### config.mk
export PLATFORM = sky130hd
export DESIGN_NAME = speed_controller
export DESIGN_NICKNAME = d
export VERILOG_FILES = /design/src/rtl/road_fighter_pkg.sv /design/src/rtl/update_tick_gen.sv /design/src/rtl/speed_controller.sv
export SDC_FILE = /design/constraint.sdc
export NUM_CORES = 1
export LEC_CHECK = 0
export CORE_MARGIN = 2
export CORE_UTILIZATION = 56
export CTS_CLUSTER_SIZE = 28
export DETAILED_ROUTE_END_ITERATION = 8
export PLACE_DENSITY = 0.77
export SYNTH_ARGS = -nofsm -noshare
export SYNTH_HDL_FRONTEND = slang
export SYNTH_HIERARCHICAL = 1
export SYNTH_SLANG_ARGS = --single-unit
### constraint.sdc
create_clock -name clk -period 1.95 [get_ports clk]
set_input_delay 0.39 -clock clk [delete_from_list [all_inputs] [get_ports clk]]
set_output_delay 0.39 -clock clk [all_outputs]
set_load 0.03 [all_outputs]
### src/rtl/road_fighter_pkg.sv
// Shared types and widths for the player-car speed datapath.
package road_fighter_pkg;
  localparam int SPEED_W   = 5;
  localparam int ACC_W     = 8;
  localparam int MIN_SPEED = 1;

  typedef enum logic [2:0] {IDLE, ACCEL, CRUISE, BRAKE, CRASH} speed_state_t;
endpackage

### src/rtl/update_tick_gen.sv
// Free-running pacing tick: one-cycle registered pulse every CLK_HZ/UPDATE_HZ cycles.
// First pulse lands TICK_DIV cycles after enable rises; no backpressure, held idle while enable=0.
module update_tick_gen #(
  parameter int CLK_HZ    = 50_000_000,
  parameter int UPDATE_HZ = 16
) (
  input  logic clk,
  input  logic resetN,
  input  logic enable,
  output logic tick
);
  localparam int TICK_DIV = CLK_HZ / UPDATE_HZ;
  localparam int CNT_W    = (TICK_DIV > 1) ? $clog2(TICK_DIV) : 1;
  localparam logic [CNT_W-1:0] CNT_LAST = CNT_W'(TICK_DIV - 1);

  logic [CNT_W-1:0] cnt_q, cnt_d;
  logic             tick_q, tick_d;

  always_comb begin
    cnt_d  = cnt_q;
    tick_d = 1'b0;
    if (!enable) begin
      cnt_d = '0;
    end else if (cnt_q == CNT_LAST) begin
      cnt_d  = '0;
      tick_d = 1'b1;
    end else begin
      cnt_d = cnt_q + CNT_W'(1);
    end
  end

  always_ff @(posedge clk or negedge resetN) begin
    if (!resetN) begin
      cnt_q  <= '0;
      tick_q <= 1'b0;
    end else begin
      cnt_q  <= cnt_d;
      tick_q <= tick_d;
    end
  end

  assign tick = tick_q;
endmodule

### src/rtl/speed_controller.sv
// Player-car speed FSM: gas/brake/crash -> registered speed and acceleration, paced by update_tick.
// All outputs registered (1-cycle latency); no backpressure, speed never drops below MIN_SPEED.
module speed_controller #(
  parameter int CLK_HZ      = 50_000_000,
  parameter int UPDATE_HZ   = 16,
  parameter int MIN_SPEED   = road_fighter_pkg::MIN_SPEED,
  parameter int MAX_SPEED   = 31,
  parameter int ACC_STEP    = 8,
  parameter int BRAKE_STEP  = 2,
  parameter int CRASH_TICKS = 32
) (
  input  logic       clk,
  input  logic       resetN,
  input  logic       game_on,
  input  logic       gas,
  input  logic       brake,
  input  logic       crash,
  output logic [4:0] car_speed,
  output logic [7:0] car_acceleration,
  output logic       crash_lock,
  output logic       moving,
  output logic       update_tick
);
  import road_fighter_pkg::*;

  localparam logic [SPEED_W-1:0] SPD_MIN    = SPEED_W'(MIN_SPEED);
  localparam logic [SPEED_W-1:0] SPD_MAX    = SPEED_W'(MAX_SPEED);
  localparam logic [SPEED_W:0]   BRK_STEP   = (SPEED_W+1)'(BRAKE_STEP);
  localparam logic [SPEED_W:0]   BRK_FLOOR  = (SPEED_W+1)'(MIN_SPEED + BRAKE_STEP);
  localparam logic [ACC_W:0]     ACC_STEP_W = (ACC_W+1)'(ACC_STEP);
  localparam logic [ACC_W-1:0]   ACC_STEP_N = ACC_W'(ACC_STEP);
  localparam int                 CC_W       = $clog2(CRASH_TICKS + 1);
  localparam logic [CC_W-1:0]    CC_LAST    = CC_W'(CRASH_TICKS - 1);

  speed_state_t     state_q, state_d;
  logic [SPEED_W-1:0] speed_q, speed_d;
  logic [ACC_W-1:0] acc_q, acc_d;
  logic [CC_W-1:0]  ccnt_q, ccnt_d;
  logic             lock_q, lock_d;
  logic             moving_q, moving_d;
  logic [ACC_W:0]   acc_sum;
  logic [SPEED_W:0] spd_wide;
  logic             crash_entry;

  update_tick_gen #(
    .CLK_HZ   (CLK_HZ),
    .UPDATE_HZ(UPDATE_HZ)
  ) u_tick (
    .clk   (clk),
    .resetN(resetN),
    .enable(game_on),
    .tick  (update_tick)
  );

  always_comb begin
    state_d     = state_q;
    speed_d     = speed_q;
    acc_d       = acc_q;
    ccnt_d      = ccnt_q;
    acc_sum     = {1'b0, acc_q} + ACC_STEP_W;
    spd_wide    = {1'b0, speed_q};
    crash_entry = game_on && crash && (state_q != IDLE);

    if (!game_on) begin
      state_d = IDLE;
    end else if (crash_entry) begin
      state_d = CRASH;
    end else begin
      case (state_q)
        IDLE:    state_d = CRUISE;
        CRASH:   if (update_tick && ccnt_q == CC_LAST) state_d = CRUISE;
        default: state_d = brake ? BRAKE : (gas ? ACCEL : CRUISE);
      endcase
    end

    // Tick arithmetic follows the registered state; entry actions below override it.
    if (update_tick) begin
      case (state_q)
        ACCEL: begin
          if (!acc_sum[ACC_W]) begin
            acc_d = acc_sum[ACC_W-1:0];
          end else if (speed_q < SPD_MAX) begin
            speed_d = speed_q + SPEED_W'(1);
            acc_d   = acc_sum[ACC_W-1:0];
          end else begin
            acc_d = '1;
          end
        end
        CRUISE:  acc_d   = (acc_q > ACC_STEP_N) ? acc_q - ACC_STEP_N : '0;
        BRAKE:   speed_d = (spd_wide >= BRK_FLOOR) ? SPEED_W'(spd_wide - BRK_STEP) : SPD_MIN;
        CRASH:   ccnt_d  = ccnt_q + CC_W'(1);
        default: ;
      endcase
    end

    if (state_d == IDLE || crash_entry) begin
      speed_d = SPD_MIN;
      acc_d   = '0;
    end
    if (crash_entry) ccnt_d = '0;
    if (state_d == BRAKE && state_q != BRAKE) acc_d = '0;

    lock_d   = (state_d == CRASH);
    moving_d = (state_d == ACCEL) || (state_d == CRUISE) || (state_d == BRAKE);
  end

  always_ff @(posedge clk or negedge resetN) begin
    if (!resetN) begin
      state_q  <= IDLE;
      speed_q  <= SPD_MIN;
      acc_q    <= '0;
      ccnt_q   <= '0;
      lock_q   <= 1'b0;
      moving_q <= 1'b0;
    end else begin
      state_q  <= state_d;
      speed_q  <= speed_d;
      acc_q    <= acc_d;
      ccnt_q   <= ccnt_d;
      lock_q   <= lock_d;
      moving_q <= moving_d;
    end
  end

  assign car_speed        = speed_q;
  assign car_acceleration = acc_q;
  assign crash_lock       = lock_q;
  assign moving           = moving_q;
endmodule
**Yosys cells after proc, flatten, opt, wreduce, memory -nomap -nowiden**

Index checks and enable logic that the tools add are counted.

- Equal/unequal tests: 13
- Reductions and logical operators: 19
- Mux-type cells: 26
- Magnitude comparators: 3
- Add/sub/neg operators: 6

Operator list:

| operator | number |
|---|---|
| two-way mux 8 bit | 6 |
| two-way mux 22 bit | 2 |
| two-way mux 5 bit | 5 |
| adder 22 x 1 -> 22 bit (second input constant) | 1 |
| equality test 22 bit (second input constant) | 1 |
| two-way mux 6 bit | 3 |
| one-hot mux 8 bit (2 select lines) | 1 |
| equality test 3 x 2 -> 1 bit (second input constant) | 4 |
| one-hot mux 5 bit (2 select lines) | 1 |
| adder 8 x 4 -> 9 bit (second input constant) | 1 |
| two-way mux 3 bit | 3 |
| nonzero test 3 bit | 3 |
| greater-than comparator 8 x 4 -> 1 bit (second input constant) | 1 |
| subtractor 8 x 4 -> 8 bit (second input constant) | 1 |
| adder 6 x 1 -> 6 bit (second input constant) | 1 |
| equality test 3 x 1 -> 1 bit (second input constant) | 2 |
| equality test 3 bit (second input constant) | 2 |
| equality test 6 x 5 -> 1 bit (second input constant) | 1 |
| zero test 3 bit | 2 |
| inequality test 3 bit (second input constant) | 2 |
| one-hot mux 3 bit (2 select lines) | 1 |
| nonzero test 2 bit | 3 |
| adder 5 x 1 -> 5 bit (second input constant) | 1 |
| >= comparator 5 x 2 -> 1 bit (second input constant) | 1 |
| 10 further kinds | 18 |

- Output and inout port bits: 16
- Word-level logic and storage cells: 75
- Register bits after elaboration: 47
- Input port bits: 6

**Depth between registers and ports, before layout**

- Depth after elaboration: 10
- Depth in mapped cells: 7
- Gate-level depth less buffers: 6

**Modules after synthesis**

The synthesis kept the hierarchy.

By module, submodules not included:

| module | cells each | sequential area each (um^2) | area each (um^2) | instances |
|---|---|---|---|---|
| speed_controller | 180 | 551.8 | 1630.3 | 1 |
| update_tick_gen | 125 | 575.6 | 1197.4 | 1 |

**Least setup slack after synthesis**

Ideal clock, no wire load.

- Path type: reg2reg
- From: register speed_q[1] (netlist: car_speed[1])
- To: register acc_q[5] (netlist: car_acceleration[5])
- Library setup time: 0.111 ns
- Stages on the path, launching flop included: 6
- Path slack: 0.112 ns
- Arrival: 1.727 ns
- Data required time: 1.839 ns
- Period minus slack after synthesis: 1.838 ns
- Path buffers: 0
- Cell sequence: dfrtp_1 > ha_1 > nand4_2 > nor3_4 > o31ai_2 > a2111oi_2

- Cells in the longest elaborated chain, start to end: 7

Ends and longest elaborated chain:

| element | line | RTL |
|---|---|---|
| from (decl) | speed_controller.sv:36 | `logic [SPEED_W-1:0] speed_q, speed_d;` |
| from (signal assigned) | speed_controller.sv:117 | `speed_q <= speed_d;` |
| < comparator 5 bit | speed_controller.sv:82 | `end else if (speed_q < SPD_MAX) begin` |
| two-way mux 8 bit | speed_controller.sv:82 |  |
| two-way mux 8 bit | speed_controller.sv:80 | `if (!acc_sum[ACC_W]) begin` |
| one-hot mux 8 bit (2 select lines) | speed_controller.sv:78 | `case (state_q)` |
| two-way mux 8 bit | speed_controller.sv:77 | `if (update_tick) begin` |
| two-way mux 8 bit | speed_controller.sv:96 | `if (state_d == IDLE \|\| crash_entry) begin` |
| two-way mux 8 bit | speed_controller.sv:101 | `if (state_d == BRAKE && state_q != BRAKE) acc_d = '0;` |
| to (signal assigned) | speed_controller.sv:111 | `acc_q <= '0;` |
| to (signal assigned) | speed_controller.sv:118 | `acc_q <= acc_d;` |
| to (decl) | speed_controller.sv:37 | `logic [ACC_W-1:0] acc_q, acc_d;` |

Every way passes these cells. The select of a mux whose other input is x is not followed.
A chain may end at the register's enable or synchronous reset.

**Worst setup path in the final report**

- From: register speed_q[2] (netlist: car_speed[2])
- To: output port car_speed[2]

RTL lines:

| element | line | RTL |
|---|---|---|
| to (decl) | speed_controller.sv:18 | `output logic [4:0] car_speed,` |

No word-level cell between the ends.

==> metrics.csv <==
metric,value,unit
I/O pins,22,
WP data required,1.56,ns
fillcell total,404,
PortBufs,21,
Pwr Total,1.80,mW
core area,4790,um2
post-synthesis sequential area ratio,0.399,
Hold WS,0.0565,ns
number of synthesized register bits,45,
Post-synth top cells,"dfrtp_1 (44), nor2_1 (37), a21oi_1 (22)",
crit-path max cell delay,0.67,ns
largest net degree at the start of global routing,24,
Clock Tree Root,clkbuf_8,
Slew headroom,0.628,
routability cong.,0.890,
Post-Syn Area,2830,um2
post-synth top area share,0.389,
area grow syn2layout,13.3,%
DR WL/cell,14.5,um
Max clock buf depth,2,
GRT overflow,0,
pwr dens,563,nW/um2
row cnt,25,
"Core Util, Final",0.670,
endpoint class of the critical path,output pin,
ANT nets after route,0,
Cells after Synth,305,
share of layout cells above drive strength 1,0.119,
Post-synth ARST share,1.00,
worst vdd ir,0.522,mV
Tmin final,1.89,ns
register area,1130,um2
"Critical Path, Cell by Cell",buf_4 -> clkdlybuf4s50_1,
accumulated negative setup slack,0,ns
syn_nets,320,
total number of vias,2313,
top-count cell post-synth,dfrtp_1,
vias in the first global route,2243,
clk sinks,45,
Max-Cap Viols,0,
crit path kind,flip-flop to output pin,
chip width,75.1,um
slowest CP cell,clkdlybuf4s50_1,
Final nets,343,
Synth Area per Inst,9.27,um2
post-CTS setup buffer count,0,
GRT Resource Usage Total,0.233,
Netlist cell types,64,
status,"complete, no violations",
Die Span Y,75.1,um
Skew-Pair Late Insertion Delay,0.31,ns
fin crit share,0.970,
die area,5630,um2
top_reg_cell synth,dfrtp_1,
initial antenna violation count,0,
H-tree depth,2,
Slew @ Worst Pin,0.557,ns
first-pass GRT wire length,10.1,mm
unrepaired setup endpoints after global routing,no,
Crit Path Max Fanout,8,
Hold Crit Class,input port to asynchronous set/reset pin,
HPWL after DPL,4.26,mm
"Reg clk slew, reported paths",0.09,ns
CP Launch Type,flip-flop,
leakage,1.42,nW
DR iter-0 viols,150,
Worst Clk Skew,0.00813,ns
yosys synthesis warning count,6,
# setup viols final,0,
Post-synth EDFFs,0,
area occupied by multi-input gates,1550,um2
n_diodes,0,
# DRC,0,
fin. max-slew vios,0,
Final Hold Fails,0,
CTS tree,done,
vias per inst,5.84,
Num CTS Buffers,5,
Synth area leader,dfrtp_1,
first-pass detailed-route iteration total,4,
initial cell density of the core,0.591,
"top cells by area, synth","dfrtp_1 (39%), nor2_1 (4.9%), ha_1 (4.0%)",
crit path DAT,1.50,ns
final wirelength,5.73,mm
Highest Clock Rate,529,MHz
## worst paths after layout
path | start | to | slack [ns] | depth (start not counted)
min in group clk | u_tick/cnt_q[0] | u_tick/cnt_q[0] | 0.54 | 1
max in group asynchronous | resetN | u_tick/cnt_q[8] | 1.37 | 2
max | car_speed[2] | car_speed[2] | 0.06 | 2
min | resetN | car_acceleration[6] | 0.06 | 1
min reg2reg | u_tick/cnt_q[0] | u_tick/cnt_q[0] | 0.54 | 1
max reg2reg | u_tick/cnt_q[0] | u_tick/cnt_q[18] | 0.16 | 5
## routing by layer
metal,share of wire,wire length [um],track usage,vias to the layer above
met4,0.0099,57,0.0734,0
met5,0,0,0,-
met1,0.48,2730,0.320,1117
met3,0.034,194,0.0415,5
met2,0.48,2750,0.378,36
li1,-,-,-,1155
## state kept, by name (all words and copies together), names as in the netlist
name,count
crash_lock,1
moving,1
u_tick/cnt_q,22
u_tick/tick,1
car_acceleration,6
ccnt_q,6
car_speed,5
state_q,3
## kinds of logic (layout without fill, tap and decap cells)
group,Yosys count,count (layout),synth area share
mux,1,1,0.00354
fa+ha+maj,9,9,0.0398
xor+xnor,22,22,0.0708
compound gates,64,64,0.151
flops,45,45,0.399
simple gates,136,136,0.283
buf+inv,28,52,0.0535
## cell type report
type	count	share of cell area
Multi-Input combinational cell	232	0.483
Sequential cell	45	0.352
Timing Repair Buffer	31	0.0937
Tap cell	67	0.0262
Clock buffer	5	0.0215
Inverter	13	0.0152
Clock inverter	3	0.00820
## worst max-delay path, delay by kind of cell (launching register included)
family,cells,cell delay (ns)
buffers and inverters,2,0.83
DFF,1,0.36
## where the power goes
part	switching (mW)	total [mW]	internal, mW
sequential	0.0361	0.987	0.951
clock	0.355	0.617	0.261
combinational	0.117	0.200	0.0831
## placed cells by master (no fill, tap or decap), types with 3 or more instances in the layout
cell,instances
a22oi_1,3
dlymetal6s2s_1,4
clkbuf_8,5
ha_1,9
o21ai_0,10
o31ai_2,3
nand4_1,11
nor4_1,6
and2_1,3
buf_4,9
and3_1,4
nor3_1,9
a211oi_1,5
nand3_1,13
nor2_1,37
nand2_1,15
or3_1,7
a31oi_1,3
and4_1,6
xnor2_1,10
a211o_1,3
xor2_1,11
clkdlybuf4s50_1,14
inv_1,13
a21oi_1,22
dfrtp_1,44
## stage by stage
step / instance area [um2] / instances / setup WS [ns]
6_report: 3200 / 396 / 0.0581
4_1_cts: 3190 / 396 / 0.00985
3_3_place_gp: 3100 / 388 / 0.144
3_5_place_dp: 3100 / 388 / 0.108
5_1_grt: 3200 / 396 / 0.00418
2_1_floorplan: 2830 / 305 / 0.112
## repair_timing
action,4_1_cts,5_1_grt
endpoints found under the setup margin,2,4
hold buffers,0,0
pin swaps,0,0
gates resized for setup,2,4
cloned,0,0
No activity file was read; power rests on OpenSTA's default activity.
